`config.mk`:
```
export PLATFORM = sky130hd
export DESIGN_NAME = csr_unit_m
export DESIGN_NICKNAME = d
export VERILOG_FILES = /design/src/rtl/csr_pkg.sv /design/src/rtl/csr_counter.sv /design/src/rtl/csr_unit_m.sv
export SDC_FILE = /design/constraint.sdc
export NUM_CORES = 1
export LEC_CHECK = 0
export ABC_CLOCK_PERIOD_IN_PS = 8400
export BUFFER_PORTS_ARGS = -buffer_cell sky130_fd_sc_hd__buf_2
export CORE_UTILIZATION = 62
export DETAILED_ROUTE_END_ITERATION = 6
export PLACE_DENSITY_LB_ADDON = 0.25
export SLEW_MARGIN = 10
export SYNTH_ARGS = -nofsm -noshare
export SYNTH_HDL_FRONTEND = slang
export SYNTH_SLANG_ARGS = --single-unit
```
`constraint.sdc`:
```
create_clock -name clk -period 8.4 [get_ports clk]
set_input_delay 0.84 -clock clk [delete_from_list [all_inputs] [get_ports clk]]
set_output_delay 0.84 -clock clk [all_outputs]
set_load 0.005 [all_outputs]
```
`src/rtl/csr_pkg.sv`:
```
`default_nettype none
// ============================================================================
//  Module   : csr_pkg
//  Purpose  : Shared definitions for the machine-mode CSR unit. It holds the
//             CSR address map, the mstatus/mie/mip bit positions, the sleep
//             FSM state encoding and the CSR operation encoding.
//  Options  : CSR_COUNTERS_EN (see csr_unit_m) selects the counter addresses.
//  Revision : 1.0  initial release
// ============================================================================
package csr_pkg;

  // CSR address map
  localparam logic [11:0] c_ADDR_MSTATUS  = 12'h300;
  localparam logic [11:0] c_ADDR_MIE      = 12'h304;
  localparam logic [11:0] c_ADDR_MTVEC    = 12'h305;
  localparam logic [11:0] c_ADDR_MEPC     = 12'h341;
  localparam logic [11:0] c_ADDR_MIP      = 12'h344;
  localparam logic [11:0] c_ADDR_MCYCLE   = 12'hB00;
  localparam logic [11:0] c_ADDR_MINSTRET = 12'hB02;
  localparam logic [11:0] c_ADDR_MCYCLEH  = 12'hB80;
  localparam logic [11:0] c_ADDR_MINSTRH  = 12'hB82;

  // mstatus bit positions
  localparam int c_MSTATUS_MIE    = 3;
  localparam int c_MSTATUS_MPIE   = 7;
  localparam int c_MSTATUS_MPP_LO = 11;
  localparam int c_MSTATUS_MPP_HI = 12;

  // mie / mip share the same bit positions
  localparam int c_MIP_MTIP = 7;
  localparam int c_MIP_MEIP = 11;

  typedef enum logic [0:0] {
    RUN   = 1'b0,
    SLEEP = 1'b1
  } csr_state_e;

  typedef enum logic [1:0] {
    OP_W = 2'd0,
    OP_S = 2'd1,
    OP_C = 2'd2
  } csr_op_e;

  // Decode the one-hot-or-none instruction flags into an operation.
  // With no flag set the result is OP_W, but the caller gates the write
  // enable separately so the default is harmless.
  function automatic csr_op_e csr_decode_op(input logic set_f, input logic clr_f);
    if (set_f)      return OP_S;
    else if (clr_f) return OP_C;
    else            return OP_W;
  endfunction

endpackage
`default_nettype wire

```
`src/rtl/csr_counter.sv`:
```
`default_nettype none
// ============================================================================
//  Module   : csr_counter
//  Purpose  : CNT_BITS wide free-running counter whose low and high halves
//             can be overwritten independently. A half write replaces that
//             half only and suppresses the increment for that cycle.
//  Ports    : clk, rst      clock, asynchronous active-high reset
//             i_inc         increment enable
//             i_wr_lo       replace bits [DATA_BITS-1:0] with i_wdata
//             i_wr_hi       replace bits [CNT_BITS-1:DATA_BITS] with i_wdata
//             i_wdata       write data
//             o_count       current count
//  Revision : 1.0  initial release
// ============================================================================
module csr_counter #(
  parameter int CNT_BITS  = 64,
  parameter int DATA_BITS = 32
) (
  input  logic                 clk,
  input  logic                 rst,
  input  logic                 i_inc,
  input  logic                 i_wr_lo,
  input  logic                 i_wr_hi,
  input  logic [DATA_BITS-1:0] i_wdata,
  output logic [CNT_BITS-1:0]  o_count
);

  localparam int c_HI_BITS = CNT_BITS - DATA_BITS;

  logic [CNT_BITS-1:0] r_count;

  always_ff @(posedge clk or posedge rst) begin
    if (rst) begin
      r_count <= '0;
    end else if (i_wr_lo) begin
      r_count[DATA_BITS-1:0] <= i_wdata;
    end else if (i_wr_hi) begin
      r_count[CNT_BITS-1:DATA_BITS] <= i_wdata[c_HI_BITS-1:0];
    end else if (i_inc) begin
      r_count <= r_count + CNT_BITS'(1);
    end
  end

  assign o_count = r_count;

endmodule
`default_nettype wire

```
`src/rtl/csr_unit_m.sv`:
```
`default_nettype none
// ============================================================================
//  Module   : csr_unit_m
//  Purpose  : Machine-mode CSR unit sitting behind the EX-stage CSR port.
//             Executes CSRRW/RS/RC, holds mstatus/mie/mip/mtvec/mepc, runs
//             the WFI sleep FSM and issues PC redirects for interrupt entry,
//             MRET and WFI wake-up.
//  Options  : CSR_COUNTERS_EN defined   -> mcycle/minstret (CNT_BITS wide)
//             CSR_COUNTERS_EN undefined -> counter addresses read 0, no flops
//  Ports    : clk, rst        clock, asynchronous active-high reset
//             i_pc            PC of the instruction in EX
//             i_csr_addr      CSR address
//             i_rs1_rdata     operand (rs1 or zimm)
//             i_reg_wr        instruction writes rd (read is side-effect free)
//             i_wr/i_set/i_clr CSRRW / CSRRS / CSRRC (at most one high)
//             i_mret, i_wfi   MRET / WFI in EX
//             i_retire        EX instruction commits this cycle
//             i_irq_ext       MEIP level
//             i_irq_timer     MTIP level
//             o_rd_wdata      pre-write CSR value (combinational)
//             o_redirect      one-cycle flush/redirect pulse
//             o_redirect_pc   redirect target
//             o_sleep         WFI sleep active
//  Revision : 1.0  initial release
// ============================================================================
module csr_unit_m
  import csr_pkg::*;
#(
  parameter int                   ADDR_BITS = 32,
  parameter int                   DATA_BITS = 32,
  parameter int                   CNT_BITS  = 64,
  parameter logic [DATA_BITS-1:0] MTVEC_RST = DATA_BITS'(32'h0001_0000)
) (
  input  logic                 clk,
  input  logic                 rst,
  input  logic [ADDR_BITS-1:0] i_pc,
  input  logic [11:0]          i_csr_addr,
  input  logic [DATA_BITS-1:0] i_rs1_rdata,
  input  logic                 i_reg_wr,
  input  logic                 i_wr,
  input  logic                 i_set,
  input  logic                 i_clr,
  input  logic                 i_mret,
  input  logic                 i_wfi,
  input  logic                 i_retire,
  input  logic                 i_irq_ext,
  input  logic                 i_irq_timer,
  output logic [DATA_BITS-1:0] o_rd_wdata,
  output logic                 o_redirect,
  output logic [ADDR_BITS-1:0] o_redirect_pc,
  output logic                 o_sleep
);

  localparam logic [DATA_BITS-1:0] c_ALIGN_D = ~DATA_BITS'(3);
  localparam logic [ADDR_BITS-1:0] c_ALIGN_A = ~ADDR_BITS'(3);

  // --------------------------------------------------------------------------
  // State
  // --------------------------------------------------------------------------
  csr_state_e           r_state;
  logic                 r_sleep;
  logic                 r_redirect;
  logic [ADDR_BITS-1:0] r_redirect_pc;
  logic [ADDR_BITS-1:0] r_pc_wfi;
  logic                 r_st_mie;
  logic                 r_st_mpie;
  logic                 r_mie_mtie;
  logic                 r_mie_meie;
  logic [DATA_BITS-1:0] r_mtvec;
  logic [DATA_BITS-1:0] r_mepc;

  logic [DATA_BITS-1:0] w_mstatus;
  logic [DATA_BITS-1:0] w_mie;
  logic [DATA_BITS-1:0] w_mip;
  logic [DATA_BITS-1:0] w_old;
  logic [DATA_BITS-1:0] w_new;
  csr_op_e              w_op;
  logic                 w_run;
  logic                 w_we;
  logic                 w_we_mstatus;
  logic                 w_we_mie;
  logic                 w_we_mtvec;
  logic                 w_we_mepc;
  logic                 w_pend;
  logic                 w_take;
  logic                 w_mie_nxt;
  logic [DATA_BITS-1:0] w_mtvec_nxt;
  logic [ADDR_BITS-1:0] w_pc4;
  logic [ADDR_BITS-1:0] w_wfi4;

  // --------------------------------------------------------------------------
  // Architectural views of the trap CSRs
  // --------------------------------------------------------------------------
  always_comb begin
    w_mstatus                                    = '0;
    w_mstatus[c_MSTATUS_MIE]                     = r_st_mie;
    w_mstatus[c_MSTATUS_MPIE]                    = r_st_mpie;
    w_mstatus[c_MSTATUS_MPP_HI:c_MSTATUS_MPP_LO] = 2'b11;

    w_mie             = '0;
    w_mie[c_MIP_MTIP] = r_mie_mtie;
    w_mie[c_MIP_MEIP] = r_mie_meie;

    w_mip             = '0;
    w_mip[c_MIP_MTIP] = i_irq_timer;
    w_mip[c_MIP_MEIP] = i_irq_ext;
  end

  assign w_pend = (i_irq_timer & r_mie_mtie) | (i_irq_ext & r_mie_meie);
  assign w_take = w_pend & r_st_mie;

  // --------------------------------------------------------------------------
  // Counters
  // --------------------------------------------------------------------------
`ifdef CSR_COUNTERS_EN
  logic [CNT_BITS-1:0] w_mcycle;
  logic [CNT_BITS-1:0] w_minstret;

  csr_counter #(
    .CNT_BITS  (CNT_BITS),
    .DATA_BITS (DATA_BITS)
  ) u_mcycle (
    .clk     (clk),
    .rst     (rst),
    .i_inc   (1'b1),
    .i_wr_lo (w_we && (i_csr_addr == c_ADDR_MCYCLE)),
    .i_wr_hi (w_we && (i_csr_addr == c_ADDR_MCYCLEH)),
    .i_wdata (w_new),
    .o_count (w_mcycle)
  );

  // Only instructions that actually commit count; WFI sleep stalls retire.
  csr_counter #(
    .CNT_BITS  (CNT_BITS),
    .DATA_BITS (DATA_BITS)
  ) u_minstret (
    .clk     (clk),
    .rst     (rst),
    .i_inc   (w_run & i_retire),
    .i_wr_lo (w_we && (i_csr_addr == c_ADDR_MINSTRET)),
    .i_wr_hi (w_we && (i_csr_addr == c_ADDR_MINSTRH)),
    .i_wdata (w_new),
    .o_count (w_minstret)
  );
`endif

  // --------------------------------------------------------------------------
  // Read mux (pre-write value)
  // --------------------------------------------------------------------------
  always_comb begin
    w_old = '0;
    case (i_csr_addr)
      c_ADDR_MSTATUS:  w_old = w_mstatus;
      c_ADDR_MIE:      w_old = w_mie;
      c_ADDR_MTVEC:    w_old = r_mtvec;
      c_ADDR_MEPC:     w_old = r_mepc;
      c_ADDR_MIP:      w_old = w_mip;
`ifdef CSR_COUNTERS_EN
      c_ADDR_MCYCLE:   w_old = w_mcycle[DATA_BITS-1:0];
      c_ADDR_MCYCLEH:  w_old = DATA_BITS'(w_mcycle[CNT_BITS-1:DATA_BITS]);
      c_ADDR_MINSTRET: w_old = w_minstret[DATA_BITS-1:0];
      c_ADDR_MINSTRH:  w_old = DATA_BITS'(w_minstret[CNT_BITS-1:DATA_BITS]);
`endif
      default:         w_old = '0;
    endcase
  end

  // --------------------------------------------------------------------------
  // Write data and per-register enables
  // --------------------------------------------------------------------------
  assign w_op = csr_decode_op(i_set, i_clr);

  always_comb begin
    w_new = i_rs1_rdata;
    case (w_op)
      OP_W:    w_new = i_rs1_rdata;
      OP_S:    w_new = w_old | i_rs1_rdata;
      OP_C:    w_new = w_old & ~i_rs1_rdata;
      default: w_new = i_rs1_rdata;
    endcase
  end

  // i_reg_wr only selects whether rd is written by the pipeline; a CSR read
  // has no side effects here, so it does not gate anything.
  assign w_run        = (r_state == RUN);
  assign w_we         = w_run & i_retire & (i_wr | i_set | i_clr) & (i_reg_wr | ~i_reg_wr);
  assign w_we_mstatus = w_we && (i_csr_addr == c_ADDR_MSTATUS);
  assign w_we_mie     = w_we && (i_csr_addr == c_ADDR_MIE);
  assign w_we_mtvec   = w_we && (i_csr_addr == c_ADDR_MTVEC);
  assign w_we_mepc    = w_we && (i_csr_addr == c_ADDR_MEPC);

  // Values after the committing instruction's own CSR write; trap entry
  // saves/targets these so the instruction fully completes before the trap.
  assign w_mie_nxt   = w_we_mstatus ? w_new[c_MSTATUS_MIE] : r_st_mie;
  assign w_mtvec_nxt = w_we_mtvec ? (w_new & c_ALIGN_D) : r_mtvec;

  assign w_pc4  = (i_pc + ADDR_BITS'(4)) & c_ALIGN_A;
  assign w_wfi4 = (r_pc_wfi + ADDR_BITS'(4)) & c_ALIGN_A;

  // --------------------------------------------------------------------------
  // mie / mtvec
  // --------------------------------------------------------------------------
  always_ff @(posedge clk or posedge rst) begin
    if (rst) begin
      r_mie_mtie <= 1'b0;
      r_mie_meie <= 1'b0;
      r_mtvec    <= MTVEC_RST & c_ALIGN_D;
    end else begin
      if (w_we_mie) begin
        r_mie_mtie <= w_new[c_MIP_MTIP];
        r_mie_meie <= w_new[c_MIP_MEIP];
      end
      if (w_we_mtvec) begin
        r_mtvec <= w_new & c_ALIGN_D;
      end
    end
  end

  // --------------------------------------------------------------------------
  // Trap / sleep FSM with registered outputs. CSR writes to mstatus/mepc are
  // applied first; trap-related updates below override them when both occur.
  // --------------------------------------------------------------------------
  always_ff @(posedge clk or posedge rst) begin
    if (rst) begin
      r_state       <= RUN;
      r_sleep       <= 1'b0;
      r_redirect    <= 1'b0;
      r_redirect_pc <= '0;
      r_pc_wfi      <= '0;
      r_st_mie      <= 1'b0;
      r_st_mpie     <= 1'b0;
      r_mepc        <= '0;
    end else begin
      r_redirect <= 1'b0;

      if (w_we_mstatus) begin
        r_st_mie  <= w_new[c_MSTATUS_MIE];
        r_st_mpie <= w_new[c_MSTATUS_MPIE];
      end
      if (w_we_mepc) begin
        r_mepc <= w_new & c_ALIGN_D;
      end

      case (r_state)
        RUN: begin
          if (i_retire) begin
            if (i_mret) begin
              r_redirect    <= 1'b1;
              r_redirect_pc <= ADDR_BITS'(r_mepc);
              r_st_mie      <= r_st_mpie;
              r_st_mpie     <= 1'b1;
            end else if (i_wfi) begin
              // With an interrupt already pending WFI just falls through.
              if (!w_pend) begin
                r_state  <= SLEEP;
                r_sleep  <= 1'b1;
                r_pc_wfi <= i_pc;
              end
            end else if (w_take) begin
              r_mepc        <= DATA_BITS'(w_pc4);
              r_st_mpie     <= w_mie_nxt;
              r_st_mie      <= 1'b0;
              r_redirect    <= 1'b1;
              r_redirect_pc <= ADDR_BITS'(w_mtvec_nxt);
            end
          end
        end
        SLEEP: begin
          if (w_pend) begin
            r_state    <= RUN;
            r_sleep    <= 1'b0;
            r_redirect <= 1'b1;
            if (r_st_mie) begin
              r_mepc        <= DATA_BITS'(w_wfi4);
              r_st_mpie     <= 1'b1;
              r_st_mie      <= 1'b0;
              r_redirect_pc <= ADDR_BITS'(r_mtvec);
            end else begin
              r_redirect_pc <= w_wfi4;
            end
          end
        end
        default: r_state <= RUN;
      endcase
    end
  end

  assign o_rd_wdata    = w_old;
  assign o_redirect    = r_redirect;
  assign o_redirect_pc = r_redirect_pc;
  assign o_sleep       = r_sleep;

endmodule
`default_nettype wire

```
# --- Word-level counts from Yosys, hierarchy flattened ---
# Index checks and enable logic that the tools add are counted.
# Widths: inputs -> output; s select.
classes:
  n_reduce_logical: 7
  bitwise: 14
  add_sub_neg: 2
  eq_ne: 14
  muxes: 53
ops:
  columns: ["op", "n"]
  rows:
  - ["$mux 32", 14]
  - ["$pmux 32 s2", 3]
  - ["$pmux 32 s5", 1]
  - ["$add 32x3->32 const B", 2]
  - ["$eq 12x10->1 const B", 5]
  - ["$and 32x32->32", 1]
  - ["$not 32->32", 1]
  - ["$or 32x32->32", 1]
  - ["$mux 1", 28]
  - ["$pmux 1 s2", 5]
  - ["$reduce_and 5->1", 2]
  - ["$ne 2x2->1 const B", 4]
  - ["$and 1x1->1", 5]
  - ["$logic_and 1x1->1", 4]
  - ["$mux 2", 2]
  - ["$reduce_and 4->1", 1]
  - ["$ne 3x2->1 const B", 1]
  - ["$ne 3x3->1 const B", 1]
  - ["$not 1->1", 3]
  - ["$or 1x1->1", 3]
  - ["$eq 2x1->1 const B", 1]
  - ["$eq 2x2->1 const B", 1]
  - ["$ne 2x1->1 const B", 1]
totals:
  out_inout_bits: 66
  reg_bits: 135
  word_cells: 101

# --- Logic depth before layout (Yosys ltp) ---
# Gate-level depths: netlist (run 1).
logic_depth:
  depth_word: 10
  depth_mapped: 10
  ltp_nobuf: 7

# --- Least setup slack after synthesis (run 1) ---
# Ideal clock, no wire load.
synth_timing:
  path_type: "input -> output"
  from: "input port i_csr_addr[11]"
  to: "output port o_rd_wdata[3]"
  slack_ns: 5.511
  arrival_time_ns: 2.049
  path_buffers: 1
  stages: 6
  path_cell_list: "or4bb_4 > nor3_4 > and3_1 > buf_6 > nand2_1 > o21ai_0"
synth_between:
  elab_chain_len: 2
  word_cells_on_any_way: 6
synth_rtl:
  columns: ["item", "line", "rtl"]
  rows:
  - ["start: declaration", "csr_unit_m.sv:37", "input logic [11:0] i_csr_addr,"]
  - ["$eq 12x10->1", "csr_unit_m.sv:152", "case (i_csr_addr)"]
  - ["$pmux 32 s5 *", "csr_unit_m.sv:152", null]
  - ["end: declaration", "csr_unit_m.sv:48", "output logic [DATA_BITS-1:0] o_rd_wdata,"]
# Mark *: on every way between the ends. The rest lies on a longest branch, timed or not.

# --- Worst setup path after layout (run 1) ---
layout_timing:
  from: "register r_state"
  to: "register r_mepc[13]"
layout_between:
  elab_chain_len: 10
  word_cells_on_any_way: 12
layout_rtl:
  columns: ["item", "line", "rtl"]
  rows:
  - ["start: declaration", "csr_unit_m.sv:60", "csr_state_e r_state;"]
  - ["start signal: assignment", "csr_unit_m.sv:225", "r_state <= RUN;"]
  - ["start signal: assignment", "csr_unit_m.sv:255", "r_state <= SLEEP;"]
  - ["start signal: assignment", "csr_unit_m.sv:270", "r_state <= RUN;"]
  - ["$not 1->1 (no source line)", null, null]
  - ["$and 1x1->1 (2 in series)", "csr_unit_m.sv:186", "assign w_we = w_run & i_retire & (i_wr | i_set | i_clr) & (i_reg_wr | ~i_reg_wr);"]
  - ["$logic_and 1x1->1", "csr_unit_m.sv:190", "assign w_we_mepc = w_we && (i_csr_addr == c_ADDR_MEPC);"]
  - ["$mux 32", "csr_unit_m.sv:240", "if (w_we_mepc) begin"]
  - ["$mux 32", "csr_unit_m.sv:259", "end else if (w_take) begin"]
  - ["$mux 32", "csr_unit_m.sv:252", "end else if (i_wfi) begin"]
  - ["$mux 32", "csr_unit_m.sv:247", "if (i_mret) begin"]
  - ["$mux 32", "csr_unit_m.sv:246", "if (i_retire) begin"]
  - ["$pmux 32 s2 *", "csr_unit_m.sv:244", "case (r_state)"]
  - ["end signal: assignment", "csr_unit_m.sv:241", "r_mepc <= w_new & c_ALIGN_D;"]
  - ["end signal: assignment", "csr_unit_m.sv:260", "r_mepc <= DATA_BITS'(w_pc4);"]
  - ["end signal: assignment", "csr_unit_m.sv:274", "r_mepc <= DATA_BITS'(w_wfi4);"]
  - ["end: declaration", "csr_unit_m.sv:70", "logic [DATA_BITS-1:0] r_mepc;"]
# Marks and branches as above.
# A chain may end at the register's enable or synchronous reset.

==> results of run 1 <==
==> path summary, 6_finish.rpt <==
check                      slack (ns)          end  cells after the start  startpoint
min in group asynchronous        0.56  r_pc_wfi[4]                      2         rst
setup / recovery                 3.85   r_mepc[13]                      6     r_state
setup reg to reg                 3.85   r_mepc[13]                      6     r_state
hold reg to reg                  0.49      o_sleep                      2     o_sleep
max in group asynchronous        6.68  r_mtvec[23]                      3         rst
hold / removal                   0.49      o_sleep                      2     o_sleep
==> state kept, by name (all words and copies together) (netlist names) <==
register,flops
r_mie_mtie,1
r_st_mpie,1
r_mtvec,32
r_mie_meie,1
o_redirect_pc,32
o_redirect,1
r_mepc,32
r_pc_wfi,30
r_state,1
r_st_mie,1
o_sleep,1
==> kinds of logic (layout without fill, tap and decap cells) <==
logic type      count (synthesis)  in the layout  share of synthesized area (%)
flops                         133            133                           37.1
simple gates                  361            361                           20.9
mux                            36             36                           4.43
compound gates                324            324                           24.5
xor+xnor                       85             85                           8.30
buf+inv                        85            209                           4.43
fa+ha+maj                       2              2                          0.279
==> layer usage <==
layer,vias to the layer above,share of wire [%]
li1,4006,-
met1,4365,37
met2,843,43
met3,161,15
met4,0,4.6
met5,-,0
==> power by group through the flow <==
stage | Sequential, W | Combinational, W | Clock, W
detailed placement | 0.000824 | 0.000424 | 0
CTS | 0.000813 | 0.000429 | 0.000848
finish | 0.000816 | 0.000445 | 0.000852
global placement | 0.000819 | 0.000417 | 0
floorplan | 0.000807 | 0.000251 | 0
global route | 0.000825 | 0.000473 | 0.000879
==> layout by cell type, fill, tap and decap left out, drive strengths merged, types with 13 or more instances in the layout <==
master / netlist / layout
clkbuf: 35 / 21
nor2: 106 / 106
buf: 34 / 161
nor4: 14 / 14
nand4: 19 / 19
o31ai: 13 / 13
dfrtp: 132 / 132
o22ai: 23 / 23
and2: 14 / 14
a22o: 15 / 15
a21oi: 51 / 51
mux2: 30 / 30
inv: 15 / 15
nand2: 97 / 97
nor3: 20 / 20
o21ai: 82 / 82
xnor2: 40 / 40
a22oi: 29 / 29
nand3: 40 / 40
o21a: 14 / 14
xor2: 45 / 45
==> metrics by stage <==
stage / instances / util [%] / instance area [µm²]
global placement: 1298 / 69.5 / 9720
detailed placement: 1298 / 69.5 / 9720
CTS: 1330 / 74.3 / 10400
finish: 1330 / 74.3 / 10400
global route: 1330 / 74.3 / 10400
floorplan: 1026 / - / 8970
==> worst max-delay path: stages, from the launching register on <==
cell                       delay, ns
sky130_fd_sc_hd__dfrtp_1        0.70
sky130_fd_sc_hd__nor2b_1        0.76
sky130_fd_sc_hd__o31a_1         0.52
sky130_fd_sc_hd__nand3_1        0.90
sky130_fd_sc_hd__nor2_1         1.06
sky130_fd_sc_hd__o221ai_1       0.34
sky130_fd_sc_hd__o211ai_1       0.18
==> synthesized netlist by cell type (14+ instances only) <==
cell / count
sky130_fd_sc_hd__a21oi_1: 51
sky130_fd_sc_hd__a22o_1: 15
sky130_fd_sc_hd__a22oi_1: 29
sky130_fd_sc_hd__and2_1: 14
sky130_fd_sc_hd__buf_2: 27
sky130_fd_sc_hd__clkbuf_1: 35
sky130_fd_sc_hd__dfrtp_1: 132
sky130_fd_sc_hd__inv_1: 14
sky130_fd_sc_hd__mux2_2: 30
sky130_fd_sc_hd__nand2_1: 96
sky130_fd_sc_hd__nand3_1: 39
sky130_fd_sc_hd__nand4_1: 17
sky130_fd_sc_hd__nor2_1: 104
sky130_fd_sc_hd__nor3_1: 16
sky130_fd_sc_hd__o21a_1: 14
sky130_fd_sc_hd__o21ai_0: 77
sky130_fd_sc_hd__o22ai_1: 23
sky130_fd_sc_hd__xnor2_1: 40
sky130_fd_sc_hd__xor2_1: 45
==> cell type report <==
class / instances / area share [%]
clock buffers: 21 / 4.62
well taps: 180 / 2.17
flip-flops and latches: 133 / 32.0
inverters: 16 / 0.626
clock inverters: 11 / 1.89
multi-input cells: 808 / 50.6
repair buffers: 161 / 8.09
==> reports/metrics.json, run 1 <==
{
  "ys_async_sr_fraction": {"value": 100, "unit": "%"},
  "setup_viol": {"value": 0},
  "finalCritPeriodShare": {"value": 54.2, "unit": "%"},
  "post_drt_wl_per_cell": {"value": 23.4, "unit": "µm"},
  "drv.max_cap_violation_count": {"value": 0},
  "cts_setup_buffers": {"value": 0},
  "clkSlewWorstSetupHoldPaths": {"value": 0.06, "unit": "ns"},
  "drt-vias-per-instance": {"value": 7.05},
  "core.rowCount": {"value": 43},
  "flow.area_growth_from_synthesis": {"value": 15.8, "unit": "%"},
  "fmax": {"value": 220, "unit": "MHz"},
  "synth_edf_count": {"value": 0},
  "gp_congestion": {"value": 0.949},
  "endpoint_kind": {"value": "flip-flop"},
  "slew_violations": {"value": 0},
  "holdWs": {"value": 0.486, "unit": "ns"},
  "numCtsBuffers": {"value": 17},
  "groute.usage.overall": {"value": 42.4, "unit": "%"},
  "slew_headroom": {"value": 22.9, "unit": "%"},
  "initial_utilization": {"value": 64.1, "unit": "%"},
  "postSynth.topFlopCell": {"value": "sky130_fd_sc_hd__dfrtp_1"},
  "grt_setup_unrepaired": {"value": "false"},
  "worst-path-max-fanout": {"value": 24},
  "critical_path_arrival": {"value": 4.89, "unit": "ns"},
  "synthDominantCellAreaShare": {"value": 36.8, "unit": "%"},
  "sequentialPowerShare": {"value": 38.6, "unit": "%"},
  "synthesis.instances": {"value": 1026},
  "p_sw": {"value": 0.000648, "unit": "W"},
  "routed_wirelength": {"value": 31200, "unit": "µm"},
  "critPathLaunchType": {"value": "flip-flop"},
  "p_comb_share": {"value": 21.1, "unit": "%"},
  "chipWidth": {"value": 122, "unit": "µm"},
  "grt_util_met3": {"value": 14.0, "unit": "%"},
  "dr.first_iter.drc_count": {"value": 1654},
  "clk-insertion-delay-late": {"value": 0.43, "unit": "ns"},
  "finalWorstPathRequiredPeriod": {"value": 4.55, "unit": "ns"},
  "worstSetupPathType": {"value": "flip-flop to flip-flop"},
  "post_cts_hold_buffer_count": {"value": 0},
  "synth_nets": {"value": 1115},
  "worst_case_setup_slack_after_placement": {"value": 3.79, "unit": "ns"},
  "synthesis.area_per_instance": {"value": 8.74, "unit": "µm²"},
  "gr-usage-met1": {"value": 55.9, "unit": "%"},
  "cp.required": {"value": 8.74, "unit": "ns"},
  "route.detailed.drc": {"value": 1},
  "synth_seq_cells": {"value": 133},
  "cts-htree-levels": {"value": 4},
  "n_fill_cell": {"value": 1063},
  "grt.busiest_layer": {"value": "met2"},
  "global_route.overflow_total": {"value": 0},
  "io-pin-count": {"value": 153},
  "multiInputGateArea": {"value": 5260, "unit": "µm²"},
  "post_cts.resized_instances": {"value": 0},
  "yosys_warnings": {"value": 0},
  "globalRouteMet2Util": {"value": 62.7, "unit": "%"},
  "first_pass_iters": {"value": 7},
  "power.clock.fraction": {"value": 40.3, "unit": "%"},
  "power.density_cell_area": {"value": 203, "unit": "nW/µm²"},
  "design.die.area": {"value": 15000, "unit": "µm²"},
  "synth_top_cell_by_area": {"value": "sky130_fd_sc_hd__dfrtp_1"},
  "route.antenna.remaining_nets": {"value": 0},
  "cts_root_buf": {"value": "sky130_fd_sc_hd__clkbuf_16"},
  "vias_in_the_first_global_route": {"value": 8430},
  "failing_checks": {"value": "design-rule violations"},
  "seq_area_frac_synth": {"value": 37.1, "unit": "%"},
  "ff_latch_area": {"value": 3330, "unit": "µm²"},
  "tritoncts": {"value": "done"},
  "clock-sinks": {"value": 133},
  "placeable_core_area": {"value": 14000, "unit": "µm²"},
  "clockBufferDepth": {"value": 2},
  "syn_area": {"value": 8970, "unit": "µm²"},
  "numPortBuffers": {"value": 147},
  "detailed_place_hpwl": {"value": 20500, "unit": "µm"},
  "netlist_top_cells_area": {"value": "sky130_fd_sc_hd__dfrtp_1 37%, sky130_fd_sc_hd__xor2_1 4.4%, sky130_fd_sc_hd__nor2_1 4.4%"},
  "swShare": {"value": 30.7, "unit": "%"},
  "tns": {"value": 0, "unit": "ns"},
  "route.vias.total": {"value": 9375},
  "drive_above_1_share": {"value": 22.6, "unit": "%"},
  "first_pass_grt_wire_length": {"value": 47000, "unit": "µm"},
  "timing_worst_slew_pin_value": {"value": 1.15, "unit": "ns"},
  "total_power_consumption": {"value": 0.00211, "unit": "W"},
  "grt_max_degree": {"value": 84},
  "diodes": {"value": 0},
  "die_h": {"value": 122, "unit": "µm"},
  "hp-class": {"value": "flip-flop to flip-flop"},
  "irDropWorstVdd": {"value": 0.163, "unit": "mV"},
  "cellInternalPower": {"value": 0.00147, "unit": "W"},
  "status": {"value": "finished, violations left"},
  "timing.final.hold_violations": {"value": 0},
  "finClkSkew": {"value": 0.00939, "unit": "ns"},
  "grt_antenna_before_repair": {"value": 0},
  "post-route-worst-setup-slack": {"value": 3.85, "unit": "ns"},
  "cellLeakagePower": {"value": 4.60, "unit": "nW"},
  "netlist-cell-type-count": {"value": 79},
  "final_net_count": {"value": 1226}
}
Note: power is estimated with default switching activity, not from simulation.
==> run 2, diff against run 1 <==
--- a/config.mk
+++ b/config.mk
@@ -5,9 +5,9 @@
 export SDC_FILE = /design/constraint.sdc
 export NUM_CORES = 1
 export LEC_CHECK = 0
-export ABC_CLOCK_PERIOD_IN_PS = 8400
+export ABC_CLOCK_PERIOD_IN_PS = 4600
 export BUFFER_PORTS_ARGS = -buffer_cell sky130_fd_sc_hd__buf_2
-export CORE_UTILIZATION = 62
+export CORE_UTILIZATION = 58
 export DETAILED_ROUTE_END_ITERATION = 6
 export PLACE_DENSITY_LB_ADDON = 0.25
 export SLEW_MARGIN = 10
==> constraint.sdc (replaced) <==
create_clock -name clk -period 4.6 [get_ports clk]
set_input_delay 0.46 -clock clk [delete_from_list [all_inputs] [get_ports clk]]
set_output_delay 0.46 -clock clk [all_outputs]
set_load 0.005 [all_outputs]
==> run 2 against run 1 <==
Effect of this change:
- the flow still finishes with violations (design-rule violations)
- hold slack lost 0.24 ns
- register-to-register slack got worse by 2.1 ns
- non-clock buffer count grew 14
- final cell count up 1.8%
- largest cell class unchanged
- largest power group is now sequential cells
- highest routed layer unchanged
==> reports/metrics.json, run 2 (synthesis gave the netlist of run 1 again) <==
{
  "io-pin-count": {"value": 153, "change": "unchanged"},
  "routed_wirelength": {"value": 31900, "unit": "µm", "change": "+2.4%"},
  "grt_antenna_before_repair": {"value": 2, "change": "+2"},
  "slew_headroom": {"value": 34.4, "unit": "%", "change": "+12 points"},
  "flow.area_growth_from_synthesis": {"value": 16.7, "unit": "%"},
  "power.clock.fraction": {"value": 39.0, "unit": "%", "change": "-1.3 points"},
  "layoutNonFillerInstCount": {"value": 1354, "change": "+1.8%"},
  "crit_family": {"value": "simple AND/OR/NAND/NOR gates"},
  "route.vias.total": {"value": 9345, "change": "-0.32%"},
  "clkSlewWorstSetupHoldPaths": {"value": 0.05, "unit": "ns", "change": "about the same"},
  "final_net_count": {"value": 1240, "change": "+1.1%"},
  "sequentialPowerShare": {"value": 40.3, "unit": "%", "change": "+1.7 points"},
  "cp.required": {"value": 4.14, "unit": "ns", "change": "-4.60 ns"},
  "worst-path-max-fanout": {"value": 10, "change": "-58%"},
  "total_power_consumption": {"value": 0.00378, "unit": "W", "change": "+79%"},
  "global_route.overflow_total": {"value": 0, "change": "unchanged"},
  "detailed_place_hpwl": {"value": 21800, "unit": "µm", "change": "+6.2%"},
  "post_cts.resized_instances": {"value": 0, "change": "unchanged"},
  "worstSetupPathType": {"value": "input pin to output port"},
  "tritoncts": {"value": "done"},
  "die_h": {"value": 126, "unit": "µm", "change": "+3.3%"},
  "hp-class": {"value": "input pin to async pin"},
  "route.antenna.remaining_nets": {"value": 0, "change": "unchanged"},
  "timing_worst_slew_pin_value": {"value": 0.984, "unit": "ns", "change": "-0.170 ns"},
  "groute.usage.overall": {"value": 40.9, "unit": "%", "change": "-1.5 points"},
  "clk-insertion-delay-late": {"value": 0.43, "unit": "ns", "change": "about the same"},
  "finalWorstPathRequiredPeriod": {"value": 2.94, "unit": "ns"},
  "placeable_core_area": {"value": 15100, "unit": "µm²", "change": "+8.3%"},
  "post_drt_wl_per_cell": {"value": 23.6, "unit": "µm", "change": "+0.54%"},
  "post_cts_hold_buffer_count": {"value": 0, "change": "unchanged"},
  "slew_violations": {"value": 0, "change": "unchanged"},
  "cp_common_cell": {"value": "sky130_fd_sc_hd__buf_2"},
  "chipWidth": {"value": 126, "unit": "µm", "change": "+3.3%"},
  "numCtsBuffers": {"value": 17, "change": "unchanged"},
  "initial_utilization": {"value": 59.2, "unit": "%", "change": "-4.9 points"},
  "drive_above_1_share": {"value": 23.3, "unit": "%", "change": "+0.67 points"},
  "vias_in_the_first_global_route": {"value": 8528, "change": "+1.2%"},
  "core.rowCount": {"value": 45, "change": "+4.7%"},
  "drv.max_cap_violation_count": {"value": 0, "change": "unchanged"},
  "drt-vias-per-instance": {"value": 6.90, "change": "-2.1%"},
  "clockBufferDepth": {"value": 2, "change": "unchanged"},
  "p_comb_share": {"value": 20.7, "unit": "%", "change": "-0.4 points"},
  "power.density_cell_area": {"value": 361, "unit": "nW/µm²", "change": "+77%"},
  "dr.first_iter.drc_count": {"value": 1151, "change": "-30%"},
  "cts_root_buf": {"value": "sky130_fd_sc_hd__clkbuf_16"},
  "route.detailed.drc": {"value": 14, "change": "+13"},
  "first_pass_iters": {"value": 7, "change": "unchanged"},
  "cts-htree-levels": {"value": 4, "change": "unchanged"},
  "timing.final.hold_violations": {"value": 0, "change": "unchanged"},
  "finClkSkew": {"value": 0.00737, "unit": "ns", "change": "-0.00202 ns"},
  "swShare": {"value": 30.7, "unit": "%", "change": "about the same"},
  "post-place-cells": {"value": 1320, "change": "+1.7%"},
  "grt_max_degree": {"value": 103, "change": "+23%"},
  "design.die.area": {"value": 16000, "unit": "µm²", "change": "+6.8%"},
  "cellInternalPower": {"value": 0.00262, "unit": "W", "change": "+79%"},
  "slowest_stage": {"value": "sky130_fd_sc_hd__nor4_4"},
  "setup_viol": {"value": 0, "change": "unchanged"},
  "gr-usage-met1": {"value": 55.2, "unit": "%", "change": "-0.70 points"},
  "cts_setup_buffers": {"value": 0, "change": "unchanged"},
  "cp_num_buf_inv": {"value": 3, "change": "+3"},
  "globalRouteMet2Util": {"value": 60.1, "unit": "%", "change": "-2.7 points"},
  "failing_checks": {"value": "design-rule violations"},
  "cellLeakagePower": {"value": 4.65, "unit": "nW", "change": "+1.1%"},
  "n_fill_cell": {"value": 1230, "change": "+16%"},
  "critPathLaunchType": {"value": "input pin"},
  "status": {"value": "finished, violations left"},
  "irDropWorstVdd": {"value": 0.270, "unit": "mV", "change": "+66%"},
  "first_pass_grt_wire_length": {"value": 48900, "unit": "µm", "change": "+4.0%"},
  "final_common_cell": {"value": "sky130_fd_sc_hd__buf_2"},
  "critical_path_arrival": {"value": 2.48, "unit": "ns", "change": "-2.41 ns"},
  "grt_setup_unrepaired": {"value": "false"},
  "grt.busiest_layer": {"value": "met2"},
  "mostFrequentLayoutCells": {"value": "147 x sky130_fd_sc_hd__buf_2, 132 x sky130_fd_sc_hd__dfrtp_1, 103 x sky130_fd_sc_hd__nor2_1, 96 x sky130_fd_sc_hd__nand2_1, 77 x sky130_fd_sc_hd__o21ai_0"},
  "finalCritPeriodShare": {"value": 63.8, "unit": "%"},
  "grt_util_met3": {"value": 11.7, "unit": "%", "change": "-2.3 points"},
  "numPortBuffers": {"value": 147, "change": "unchanged"},
  "gp_congestion": {"value": 0.962, "change": "+1.4%"},
  "endpoint_kind": {"value": "output port"},
  "crit_chain": {"value": "buf_2, nor4_4, buf_4, nand3_1, o21ai_0, buf_2"},
  "tns": {"value": 0, "unit": "ns", "change": "unchanged"},
  "clock-sinks": {"value": 133, "change": "unchanged"},
  "fmax": {"value": 341, "unit": "MHz"},
  "holdWs": {"value": 0.247, "unit": "ns", "change": "-0.239 ns"},
  "p_sw": {"value": 0.00116, "unit": "W", "change": "+79%"},
  "timing.critical_path.slowest_cell_delay": {"value": 0.53, "unit": "ns", "change": "-0.53 ns"}
}
[run 2: worst paths after layout]
check / start / to / slack [ns] / cells after the start
hold reg to reg: o_sleep / o_sleep / 0.48 / 2
setup reg to reg: r_pc_wfi[2] / r_mepc[22] / 1.72 / 7
max in group asynchronous: rst / r_mie_mtie / 3.31 / 3
hold / removal: rst / r_pc_wfi[5] / 0.25 / 2
setup / recovery: i_csr_addr[3] / o_rd_wdata[3] / 1.66 / 6
min in group clk: i_pc[31] / r_pc_wfi[31] / 0.29 / 2
[run 2: stage by stage]
stage | util (%) | area (µm²) | worst slack [ns]
2_1_floorplan | - | 8970 | 0.587
3_3_place_gp | 64.9 | 9830 | 1.50
3_5_place_dp | 64.9 | 9830 | 1.49
4_1_cts | 69.1 | 10500 | 1.74
5_1_grt | 69.1 | 10500 | 1.56
6_report | 69.1 | 10500 | 1.66
[run 2: area by class of cell]
class | instances | area [µm²] | area share (%)
inverters | 16 | 65.1 | 0.621
diodes | 2 | 5.00 | 0.0478
clock inverters | 9 | 148 | 1.41
clock buffers | 23 | 488 | 4.66
flip-flops and latches | 133 | 3330 | 31.8
repair buffers | 175 | 946 | 9.04
multi-input cells | 808 | 5250 | 50.2
well taps | 188 | 235 | 2.25
[run 2: metal layers]
layer | vias to the layer above | share of wire, %
li1 | 4028 | -
met1 | 4399 | 39
met2 | 787 | 43
met3 | 131 | 13
met4 | 0 | 4.5
met5 | - | 0
[run 2: power by group through the flow]
stage	Sequential, W	Combinational, W	Clock [W]
finish	0.00152	0.000782	0.00147
global route	0.00154	0.000845	0.00153
CTS	0.00152	0.000764	0.00147
detailed placement	0.00153	0.000755	0
global placement	0.00152	0.000741	0
floorplan	0.00147	0.000458	0
